===== config.mk =====
export PLATFORM = sky130hd
export DESIGN_NAME = serial_word_feeder
export DESIGN_NICKNAME = d
export VERILOG_FILES = /design/src/rtl/serial_word_feeder.sv
export SDC_FILE = /design/constraint.sdc
export NUM_CORES = 1
export LEC_CHECK = 0
export CAP_MARGIN = 20
export CORE_MARGIN = 3
export CORE_UTILIZATION = 48
export CTS_CLUSTER_DIAMETER = 150
export DETAILED_ROUTE_END_ITERATION = 12
export HOLD_SLACK_MARGIN = 0.08
export PLACE_DENSITY = 0.81
export RECOVER_POWER = 25
export SYNTH_ARGS = -nofsm -noshare
export SYNTH_HDL_FRONTEND = slang
export SYNTH_SLANG_ARGS = --single-unit

===== constraint.sdc =====
create_clock -name clk -period 2.3 [get_ports clk]
set_clock_uncertainty 0.05 [all_clocks]
set_input_delay 0.46 -clock clk [delete_from_list [all_inputs] [get_ports clk]]
set_output_delay 0.46 -clock clk [all_outputs]
set_load 0.02 [all_outputs]

===== src/rtl/serial_word_feeder.sv =====
// Parallel-to-serial front end: frame-clear pulse, then the word LSB-first with bit_valid/last.
// Optional one-word holding register for gapless framing: define SERIAL_WORD_FEEDER_DBUF_EN.
module serial_word_feeder #(
  parameter int WIDTH = 8
) (
  input  logic             clk,
  input  logic             reset,
  input  logic             load,
  input  logic [WIDTH-1:0] din,
  output logic             ready,
  output logic             ser_out,
  output logic             frame_rst,
  output logic             bit_valid,
  output logic             last,
  output logic [1:0]       dbg_state
);

  localparam int CW = (WIDTH > 1) ? $clog2(WIDTH) : 1;
  localparam logic [CW-1:0] LAST_IDX = CW'(WIDTH - 1);

  typedef enum logic [1:0] {
    IDLE  = 2'd0,
    CLR   = 2'd1,
    SHIFT = 2'd2
  } state_t;

  state_t            state_q, state_d;
  logic [WIDTH-1:0]  sreg_q, sreg_d;
  logic [CW-1:0]     cnt_q, cnt_d;
  logic              ser_out_q, ser_out_d;
  logic              frame_rst_q, frame_rst_d;
  logic              bit_valid_q, bit_valid_d;
  logic              last_q, last_d;
  logic              accept;

`ifdef SERIAL_WORD_FEEDER_DBUF_EN
  logic [WIDTH-1:0]  hold_q, hold_d;
  logic              hold_full_q, hold_full_d;
  assign ready = ~hold_full_q;
`else
  assign ready = (state_q == IDLE);
`endif

  // Handshake: a word is taken on any rising edge where load=1, ready=1 and reset=0.
  assign accept = load & ready;

  always_comb begin
    state_d     = state_q;
    sreg_d      = sreg_q;
    cnt_d       = cnt_q;
    ser_out_d   = 1'b0;
    frame_rst_d = 1'b0;
    bit_valid_d = 1'b0;
    last_d      = 1'b0;
`ifdef SERIAL_WORD_FEEDER_DBUF_EN
    hold_d      = hold_q;
    hold_full_d = hold_full_q;
`endif
    case (state_q)
      IDLE: begin
        if (accept) begin
          sreg_d      = din;
          cnt_d       = '0;
          frame_rst_d = 1'b1;
          state_d     = CLR;
        end
      end
      CLR: begin
        ser_out_d   = sreg_q[0];
        sreg_d      = sreg_q >> 1;
        bit_valid_d = 1'b1;
        last_d      = (LAST_IDX == '0);
        cnt_d       = '0;
        state_d     = SHIFT;
`ifdef SERIAL_WORD_FEEDER_DBUF_EN
        if (accept) begin
          hold_d      = din;
          hold_full_d = 1'b1;
        end
`endif
      end
      SHIFT: begin
        if (cnt_q == LAST_IDX) begin
          state_d = IDLE;
`ifdef SERIAL_WORD_FEEDER_DBUF_EN
          // Chain the next word straight into its CLR cycle, no idle gap.
          if (hold_full_q) begin
            sreg_d      = hold_q;
            hold_full_d = 1'b0;
            cnt_d       = '0;
            frame_rst_d = 1'b1;
            state_d     = CLR;
          end else if (accept) begin
            sreg_d      = din;
            cnt_d       = '0;
            frame_rst_d = 1'b1;
            state_d     = CLR;
          end
`endif
        end else begin
          ser_out_d   = sreg_q[0];
          sreg_d      = sreg_q >> 1;
          bit_valid_d = 1'b1;
          cnt_d       = cnt_q + CW'(1);
          last_d      = ((cnt_q + CW'(1)) == LAST_IDX);
`ifdef SERIAL_WORD_FEEDER_DBUF_EN
          if (accept) begin
            hold_d      = din;
            hold_full_d = 1'b1;
          end
`endif
        end
      end
      default: state_d = IDLE;
    endcase
  end

  always_ff @(posedge clk) begin
    if (reset) begin
      state_q     <= IDLE;
      sreg_q      <= '0;
      cnt_q       <= '0;
      ser_out_q   <= 1'b0;
      frame_rst_q <= 1'b0;
      bit_valid_q <= 1'b0;
      last_q      <= 1'b0;
`ifdef SERIAL_WORD_FEEDER_DBUF_EN
      hold_q      <= '0;
      hold_full_q <= 1'b0;
`endif
    end else begin
      state_q     <= state_d;
      sreg_q      <= sreg_d;
      cnt_q       <= cnt_d;
      ser_out_q   <= ser_out_d;
      frame_rst_q <= frame_rst_d;
      bit_valid_q <= bit_valid_d;
      last_q      <= last_d;
`ifdef SERIAL_WORD_FEEDER_DBUF_EN
      hold_q      <= hold_d;
      hold_full_q <= hold_full_d;
`endif
    end
  end

  assign ser_out   = ser_out_q;
  assign frame_rst = frame_rst_q;
  assign bit_valid = bit_valid_q;
  assign last      = last_q;
  assign dbg_state = state_q;

endmodule


==> impl_metrics.ini, run 1 <==
[yosys]
yosys.cell_count.top_type = dfxtp_1
netlist_top_cells_count = dfxtp_1 (17), mux2i_1 (9), a211oi_1 (7), a31oi_1 (7), ha_1 (7)
async_flop_share = 0
synthCells = 87
netlist_top_cells_area = dfxtp_1 (41%), mux2i_1 (11%), ha_1 (10%)
syn-num-nets = 105
yosysTopAreaCell = dfxtp_1
synth_seq_cells = 17
yosysWarningCount = 0
synth_area_per_cell_um2 = 9.636
synth_top_area_frac = 0.4060
seq_area_frac_synth = 0.4060
synth_edf_count = 0
synth_area_um2 = 838.3
synth_ff_type = dfxtp_1
synth.lib_cells_used.distinct = 26

[sta]
hold_violations = 0
fin_tns_setup_ns = 0
rsz0062_at_grt = no
setup_viol = 0
slew_headroom = 0.6880
finalCritPeriodShare = 0.9476
worst_slew_pin_slew_ns = 0.4665
drv_slew = 0
min_period_ns = 2.180
max_freq_mhz = 458.8

[hold_path]
min_path_type = flop to flop

[grt]
antenna_found_initial = 0
grt_usage = 0.1563
grt.busiest_layer = met2
use_met2 = 0.2533
grt_use_met3 = 0.03383
grt_max_degree = 13
grt_pass1_vias = 583
grt_pass1_wl_mm = 2.497
grtUsageMet1 = 0.1995
gr-total-overflow = 0

[floorplanning]
num_io_pins = 18
core_mm2 = 0.001577
start_util = 0.5317
num_rows = 14
die_h_um = 47.79
fp.dieArea_mm2 = 0.002284
fp.dieW_um = 47.79

[final_layout]
num-nets-final = 123
antenna_cells = 0
layout-drive-gt1-share = 0.05769
fin_util = 0.6587
instances_no_fill = 120
synthToLayoutAreaGrowth_pct = 23.88

[drt]
drtAntennaViolNets = 0
drc = 0
drt_wl_total_mm = 1.590
via_count = 703
wire_per_inst_um = 13.25
drtIter0Drc = 14
vias_per_cell = 5.858
drtPass1Iterations = 4

[worst_setup_path]
cp-start-kind = flop
end_kind = output port
worstPathArrival_ns = 1.67
crit_type = flop to output port
crit_fanout = 7
required_ns = 1.79

[pwr]
swShare = 0.3154
p_clk_frac = 0.223
p_seq_frac = 0.479
ir_drop_v = 0.0003447
p_leak_nw = 0.3948
internal-power_mw = 0.4952
power_switching_mw = 0.2281
p_comb_frac = 0.299
powerDensity_mw_per_mm2 = 696.4

[clocking]
clockRootBuffer = clkbuf_4
cts_hold_repair.buffers = 0
cts_inserted_buffers = 3
clk_latency_ns = 0.29
htreeDepth = 1
clock_path_buffers = 2
post_cts.repair.setup_buffers = 0
cts.sinks = 17
post_cts_resized = 0
clk_pin_slew_ns = 0.10
cts_tree = yes

[place]
hpwl_mm = 1.143
dp.cells = 116
portBuffers = 17
place_congestion = 0.7999

[run]
drv_cap = 0

[status]
outcome = completed
-- logic make-up (layout without fill, tap and decap cells) --
kind of cell / after synthesis / count (layout) / share of synthesized area
compound gates: 20 / 20 / 0.1567
mux: 9 / 9 / 0.1075
flops: 17 / 17 / 0.4060
simple gates: 26 / 26 / 0.1866
buf+inv: 8 / 25 / 0.03879
fa+ha+maj: 7 / 7 / 0.1045
-- metrics by stage --
stage / instance area [um2] / hold WS [ns] / total power [mW] / worst slack [ns]
6_report: 1039 / 0.4396 / 0.7233 / 0.1204
5_1_grt: 1039 / 0.4584 / 0.7615 / 0.04166
4_1_cts: 1042 / 0.4395 / 0.7293 / 0.1255
3_5_place_dp: 1015 / 0.4245 / 0.5688 / 0.4053
3_3_place_gp: 1015 / 0.4096 / 0.5650 / 0.4454
2_1_floorplan: 838.3 / 0.3984 / 0.5062 / 0.4550
-- metal layers --
metal  part of all wire  up-vias
met5                  0        -
met1               0.47      314
met3              0.064        4
met4              0.013        0
met2               0.45       31
li1                   -      354
-- cells in the final DEF, fill, tap and decap left out, types with 4 or more instances in the layout --
master           instances
dfxtp_1                 17
clkdlybuf4s50_1         16
mux2i_1                  9
a31oi_1                  7
a211oi_1                 7
ha_1                     7
nor2_1                   4
nand2_1                  4
nand2b_1                 4
-- critical path, cell delays in order (launching register included) --
cell and delay (ns):
dfxtp_1 0.35, inv_1 0.10, ha_1 0.28, clkdlybuf4s50_1 0.65
-- final timing paths --
kind	cells past startpoint	startpoint	end	slack [ns]
setup / recovery	3	dbg_state[1]$_SDFFE_PP0P_	ready	0.12
hold / removal	1	sreg_q[0]$_SDFFE_PP0P_	ser_out$_SDFF_PP0_	0.44
setup reg to reg	5	dbg_state[0]$_SDFFE_PP0P_	cnt_q[1]$_SDFFE_PP0P_	0.48
hold reg to reg	1	sreg_q[0]$_SDFFE_PP0P_	ser_out$_SDFF_PP0_	0.44
-- area by class of cell --
type / instances / area (um2)
tap: 16 / 20.02
clock inverter: 1 / 5.005
fill: 131 / 538.0
clock buffer: 3 / 22.52
multi-input combinational: 62 / 465.4
inverter: 3 / 11.26
timing repair buffer: 18 / 173.9
sequential: 17 / 340.3
-- power groups by stage --
stage	logic (mW)	registers, mW	clock network (mW)
2_1_floorplan	0.150	0.357	0
3_3_place_gp	0.213	0.352	0
3_5_place_dp	0.216	0.353	0
4_1_cts	0.218	0.346	0.165
5_1_grt	0.237	0.349	0.175
6_report	0.216	0.346	0.161
-- sequential cells by signal, indices dropped and copies added, names as in the netlist --
register	flops
ser_out	1
last	1
dbg_state	2
bit_valid	1
frame_rst	1
sreg_q	8
cnt_q	3
No activity file was read; power rests on OpenSTA's default activity.
==> run 2, diff against run 1 <==
--- a/config.mk
+++ b/config.mk
@@ -9,6 +9,7 @@
 export CORE_MARGIN = 3
 export CORE_UTILIZATION = 48
 export CTS_CLUSTER_DIAMETER = 150
+export CTS_CLUSTER_SIZE = 28
 export DETAILED_ROUTE_END_ITERATION = 12
 export HOLD_SLACK_MARGIN = 0.08
 export PLACE_DENSITY = 0.81
==> results of run 2 <==
The final DEF is identical to that of run 1; final timing and power are the same.
